$ cat config.mk
export PLATFORM = sky130hd
export DESIGN_NAME = pmod_ad1_reader
export DESIGN_NICKNAME = d
export VERILOG_FILES = /design/src/rtl/pmod_ad1_pkg.sv /design/src/rtl/sample_tick_gen.sv /design/src/rtl/pmod_ad1_reader.sv
export SDC_FILE = /design/constraint.sdc
export NUM_CORES = 1
export LEC_CHECK = 0
export ABC_AREA = 1
export ABC_CLOCK_PERIOD_IN_PS = 1530
export BUFFER_PORTS_ARGS = -buffer_cell sky130_fd_sc_hd__buf_2
export CAP_MARGIN = 30
export CORE_MARGIN = 3
export CORE_UTILIZATION = 40
export DETAILED_ROUTE_END_ITERATION = 8
export GPL_TIMING_DRIVEN = 0
export PLACE_DENSITY = 0.56
export SYNTH_ARGS = -nofsm -noshare
export SYNTH_HDL_FRONTEND = slang
export SYNTH_SLANG_ARGS = --single-unit
$ cat constraint.sdc
create_clock -name clk -period 1.53 [get_ports clk]
set_input_delay 0 -clock clk [delete_from_list [all_inputs] [get_ports clk]]
set_output_delay 0 -clock clk [all_outputs]
set_load 0.05 [all_outputs]
$ cat src/rtl/pmod_ad1_pkg.sv
// Shared definitions for the PMOD AD1 dual-channel ADC reader.
// Holds the frame FSM state type and the frame and sample widths.
// It also holds the helper that turns an unsigned 12-bit reading into a
// signed 16-bit sample.
// No ports.
package pmod_ad1_pkg;

  typedef enum logic [2:0] {
    IDLE,
    SETUP,
    SCLK_LO,
    SCLK_HI,
    DONE
  } state_e;

  localparam int FRAME_BITS   = 16;
  localparam int ADC_BITS     = 12;
  localparam int SAMPLE_W     = 16;
  localparam int OFFSET_SHIFT = 4;

  // Offset-binary to two's complement: flipping the MSB subtracts mid-scale
  // (2048). The 4-bit left shift then scales the 12-bit value into 16 bits.
  function automatic logic [SAMPLE_W-1:0] toSigned(input logic [ADC_BITS-1:0] raw);
    return {~raw[ADC_BITS-1], raw[ADC_BITS-2:0], {OFFSET_SHIFT{1'b0}}};
  endfunction

endpackage

$ cat src/rtl/sample_tick_gen.sv
// Fixed-rate sample tick source.
// It is shared by the ADC capture side and the DAC output side, so both
// ends run from one rate source.
// Ports:
//   clk  - system clock, rising edge
//   rst  - synchronous active-high reset
//   en   - level enable; while low the counter is held at 0
//   tick - one-cycle pulse every SAMPLE_PERIOD cycles while en is high
module sample_tick_gen #(
  parameter int SAMPLE_PERIOD = 2000
) (
  input  logic clk,
  input  logic rst,
  input  logic en,
  output logic tick
);

  localparam int CW = (SAMPLE_PERIOD > 1) ? $clog2(SAMPLE_PERIOD) : 1;
  localparam logic [CW-1:0] LAST = CW'(SAMPLE_PERIOD - 1);

  logic [CW-1:0] count_q;

  // Free-running modulo counter. Dropping en parks it at 0, so a re-enable
  // always gives a full period before the first tick.
  always_ff @(posedge clk) begin
    if (rst || !en) begin
      count_q <= '0;
    end else if (count_q == LAST) begin
      count_q <= '0;
    end else begin
      count_q <= count_q + CW'(1);
    end
  end

  assign tick = en && (count_q == LAST);

endmodule

$ cat src/rtl/pmod_ad1_reader.sv
// PMOD AD1 reader.
// Reads two AD7476A-style 12-bit converters that share one chip select and
// one serial clock, and returns both readings as signed 16-bit samples.
// Ports:
//   clk, rst         - system clock / synchronous active-high reset
//   en               - enables periodic conversions (level)
//   sdata0, sdata1   - serial data from channel 0 / channel 1
//   cs_n             - converter chip select, active low
//   sclk             - converter serial clock, idles high
//   sample0, sample1 - latest signed samples, held between valid pulses
//   valid            - one-cycle strobe when sample0/sample1 update
//   busy             - high while a frame is in progress
module pmod_ad1_reader
  import pmod_ad1_pkg::*;
#(
  parameter int CLK_DIV       = 4,
  parameter int SAMPLE_PERIOD = 2000
) (
  input  logic        clk,
  input  logic        rst,
  input  logic        en,
  input  logic        sdata0,
  input  logic        sdata1,
  output logic        cs_n,
  output logic        sclk,
  output logic [15:0] sample0,
  output logic [15:0] sample1,
  output logic        valid,
  output logic        busy
);

  localparam int DW = $clog2(CLK_DIV);
  localparam logic [DW-1:0] DIV_LAST = DW'(CLK_DIV - 1);
  localparam logic [3:0]    BIT_LAST = 4'(FRAME_BITS - 1);

  if (CLK_DIV < 2) begin : g_bad_clk_div
    $error("pmod_ad1_reader: CLK_DIV must be at least 2");
  end
  if (SAMPLE_PERIOD < 33 * CLK_DIV + 4) begin : g_bad_period
    $error("pmod_ad1_reader: SAMPLE_PERIOD too short for one frame");
  end

  logic tick;

  sample_tick_gen #(
    .SAMPLE_PERIOD(SAMPLE_PERIOD)
  ) u_tick (
    .clk (clk),
    .rst (rst),
    .en  (en),
    .tick(tick)
  );

  state_e                state_q;
  logic [DW-1:0]         divCnt_q;
  logic [3:0]            bitCnt_q;
  logic [ADC_BITS-1:0]   shift0_q;
  logic [ADC_BITS-1:0]   shift1_q;
  logic                  csN_q;
  logic                  sclk_q;
  logic [SAMPLE_W-1:0]   sample0_q;
  logic [SAMPLE_W-1:0]   sample1_q;
  logic                  valid_q;
  logic                  busy_q;
  logic                  divDone;

  assign divDone = (divCnt_q == DIV_LAST);

  // Frame sequencer.
  // Every phase (SETUP, SCLK_LO, SCLK_HI) lasts CLK_DIV cycles, so one frame
  // keeps cs_n low for 33*CLK_DIV cycles. All outputs are registered and
  // change together with the state. The shift registers are only ADC_BITS
  // wide, so the four leading bits fall off the top by the end of the frame.
  // A tick outside IDLE is dropped rather than queued.
  always_ff @(posedge clk) begin
    if (rst) begin
      state_q   <= IDLE;
      divCnt_q  <= '0;
      bitCnt_q  <= '0;
      shift0_q  <= '0;
      shift1_q  <= '0;
      csN_q     <= 1'b1;
      sclk_q    <= 1'b1;
      sample0_q <= '0;
      sample1_q <= '0;
      valid_q   <= 1'b0;
      busy_q    <= 1'b0;
    end else begin
      valid_q <= 1'b0;
      case (state_q)
        IDLE: begin
          if (tick) begin
            state_q  <= SETUP;
            csN_q    <= 1'b0;
            busy_q   <= 1'b1;
            sclk_q   <= 1'b1;
            divCnt_q <= '0;
            bitCnt_q <= '0;
          end
        end
        SETUP: begin
          if (divDone) begin
            state_q  <= SCLK_LO;
            sclk_q   <= 1'b0;
            divCnt_q <= '0;
          end else begin
            divCnt_q <= divCnt_q + DW'(1);
          end
        end
        SCLK_LO: begin
          if (divDone) begin
            // This is the edge where sclk rises, so it is the only place
            // the data lines are sampled.
            state_q  <= SCLK_HI;
            sclk_q   <= 1'b1;
            divCnt_q <= '0;
            shift0_q <= {shift0_q[ADC_BITS-2:0], sdata0};
            shift1_q <= {shift1_q[ADC_BITS-2:0], sdata1};
          end else begin
            divCnt_q <= divCnt_q + DW'(1);
          end
        end
        SCLK_HI: begin
          if (divDone) begin
            divCnt_q <= '0;
            if (bitCnt_q == BIT_LAST) begin
              state_q   <= DONE;
              csN_q     <= 1'b1;
              busy_q    <= 1'b0;
              valid_q   <= 1'b1;
              sample0_q <= toSigned(shift0_q);
              sample1_q <= toSigned(shift1_q);
            end else begin
              state_q  <= SCLK_LO;
              sclk_q   <= 1'b0;
              bitCnt_q <= bitCnt_q + 4'd1;
            end
          end else begin
            divCnt_q <= divCnt_q + DW'(1);
          end
        end
        DONE: begin
          state_q <= IDLE;
        end
        default: begin
          state_q <= IDLE;
        end
      endcase
    end
  end

  assign cs_n    = csN_q;
  assign sclk    = sclk_q;
  assign sample0 = sample0_q;
  assign sample1 = sample1_q;
  assign valid   = valid_q;
  assign busy    = busy_q;

endmodule

==> impl_metrics.toml <==
[floorplan]
core-area_um2 = 7290
rows = 31
die_x_um = 92.9
die_h_um = 92.9
initial_core_util = 0.414
dieArea_um2 = 8630
num_io_pins = 41

[drt]
wl_per_cell_um = 11.6
top_layer_used = "met4"
wl_met2_mm = 2.85
wl_met3_um = 279
drc = 0
drtIter0Drc = 84
ant_nets = 0
dr.pass1.iters = 4
vias = 2619
vias_per_cell = 4.74
drt_wl_total_mm = 6.39
wl_met1_mm = 3.17

[global_routing]
grt_pass1_wl_mm = 10.6
grt_use_total = 0.154
antenna_found_initial = 0
grt_pass1_vias = 2326
grt_max_degree = 14
gr-total-overflow = 0

[synthesis]
synth_seq_cells = 72
yosysSeqAreaShare = 0.477
avgSynthCellArea_um2 = 7.74
synthFlopType = "dfxtp_1"
synth_common_cells = "72 x dfxtp_1, 64 x nand2_1, 56 x a21oi_1, 47 x inv_1, 34 x nand3_1"
netlist-cell-type-count = 32
yosys-top-cells-area = "dfxtp_1 48%, a21oi_1 9.3%, nand2_1 8.0%, inv_1 5.8%, nand3_1 5.6%"
synth_area_leader_cell = "dfxtp_1"
syn-cell-area_um2 = 3020
synth.most_common_cell = "dfxtp_1"
ys.warnings.count = 0
synthCells = 390
synthArstFlopShare = 0
synth_top_area_share = 0.477
synth-edff-count = 0

[power_and_ir_drop]
sequentialPowerShare = 0.402
pwr-share-comb = 0.277
power.density_nw_per_um2 = 1400
p_leak_nw = 1.54
intPower_mw = 3.39
netSwitchingFraction = 0.345
vdd_ir_drop_max_mv = 0.492
clockPowerShare = 0.320
switching_power_mw = 1.79

[cts]
h-tree-depth = 3
cts_num_sinks = 72
clk_pin_slew_ps = 80
cts_tree = "done"
cts-root-buf = "clkbuf_8"
clkLatencyLatePin_ps = 360
clock_path_buffers = 2
cts-buffers-inserted = 9

[setup_path]
arrival_ps = 1700
cp-start-kind = "flop"
critical_path_class = "reg2reg"
required_ps = 1760
r2r_slack_ps = 60
path_max_fanout = 5
critPathCaptureType = "flop"

[timing]
fmax_mhz = 681
timing.clock.skew_ps = 9.99
layout_min_cycle_time_ps = 1470
timing.final.crit_share = 0.960
hold_ws_ps = 443
setup_viol = 0
drv_slew = 0
rsz0062_at_grt = "true"
fin_ws_ps = 61.2
final-hold-violation-count = 0

[placement]
portBuffers = 31
place.gp.congestion = 0.838
place_area_um2 = 3330
pre_cts_ws_ps = -141
dp_hpwl_mm = 4.32

[finish]
final_cell_area_um2 = 3710
finalNetCount = 456
antennaDiodeCount = 0
area_growth_pct = 22.8
drive_gt1_frac = 0.230
n_fill_cell = 748

[status]
status = "completed"

[flow_run]
maxCapViolCount = 0

[min_path]
hold_class = "reg2reg"
routing by layer:
layer,up-vias,global-route usage
met4,0,0.0659
li1,1370,-
met5,-,0
met1,1192,0.209
met2,48,0.228
met3,9,0.0422
registers in the layout, summed over array words and instances (netlist names), 2 cells and up:
name            count
shift1_q           12
sample1            12
shift0_q           12
state_q             3
u_tick.count_q     11
bitCnt_q            4
divCnt_q            2
sample0            12
area by class of cell:
cell class / instances / area (µm²) / share of cell area
Clock buffer: 9 / 124 / 0.0334
Inverter: 50 / 188 / 0.0506
Tap cell: 99 / 124 / 0.0334
Timing Repair Buffer: 40 / 230 / 0.0621
Buffer: 28 / 183 / 0.0492
Sequential cell: 72 / 1450 / 0.391
Clock inverter: 7 / 96.3 / 0.0260
Multi-Input combinational cell: 247 / 1310 / 0.354
cells by family after synthesis:
family | Yosys count | synth area share
AOI/OAI and AO/OA | 88 | 0.150
xor gates and xnor gates | 2 | 0.00580
adders and majority gates | 3 | 0.0124
buffers and inverters | 78 | 0.118
DFF | 72 | 0.477
other | 1 | 0.00124
and+or+nand+nor | 146 | 0.236
power by group through the flow:
stage,clock network [mW],logic [mW],registers (mW)
after floorplan,0,0.973,2.19
after detailed placement,0,1.28,2.12
after global routing,1.76,1.63,2.10
final,1.66,1.44,2.09
after CTS,1.68,1.30,2.08
after global placement,0,1.27,2.12
what timing repair did:
action | 4_1_cts | 5_1_grt
resized for setup | 7 | 37
setup buffers | 0 | 4
hold buffers | 4 | 0
hold endpoints to repair | 9 | 0
pin swaps | 1 | 6
cloned | 0 | 1
setup endpoints to repair | 29 | 55
through the flow:
stage                     TNS [ps]  utilization  total power [mW]  instances
after detailed placement     -1050        0.456              3.40        527
after CTS                        0        0.493              5.05        547
final                            0        0.509              5.18        552
after global routing          -115        0.509              5.49        552
after floorplan                  0            -              3.16        397
after global placement       -1290        0.456              3.39        527
worst max-delay path: stages, from the launching register on:
cell and delay [ps]:
dfxtp_4 370, ha_4 140, nand3_4 90, nor2_4 160, nand3_2 100, nand2_4 90, buf_6 120, nand2_2 50
o21ai_2 120, nand3_1 90
path summary, 6_finish.rpt:
path	endpoint	from	cells past startpoint
worst min register to register	sample0[11]$_SDFFE_PP0P_	sample0[11]$_SDFFE_PP0P_	2
worst max-delay path	sclk$_SDFFE_PP1P_	u_tick.count_q[0]$_SDFF_PP0_	9
worst min-delay path	sample0[11]$_SDFFE_PP0P_	sample0[11]$_SDFFE_PP0P_	2
worst max register to register	sclk$_SDFFE_PP1P_	u_tick.count_q[0]$_SDFF_PP0_	9
cells in the final DEF (no fill, tap or decap), types with 3 or more instances in the layout:
cell type and count:
dfxtp_1 68, o21bai_1 3, clkbuf_1 4, o21ai_1 14, buf_4 13, buf_2 40, clkinvlp_4 3, inv_2 3
dlygate4sd3_1 4, nand2_1 62, nand2_2 3, nand2_4 3, nand3_1 33, conb_1 8, nand3_4 3, buf_6 4
clkbuf_8 9, clkbuf_2 3, inv_1 47, o21ai_0 13, nand4_1 10, nor2_1 18, a21oi_1 56
(Power assumes the default switching activity.)
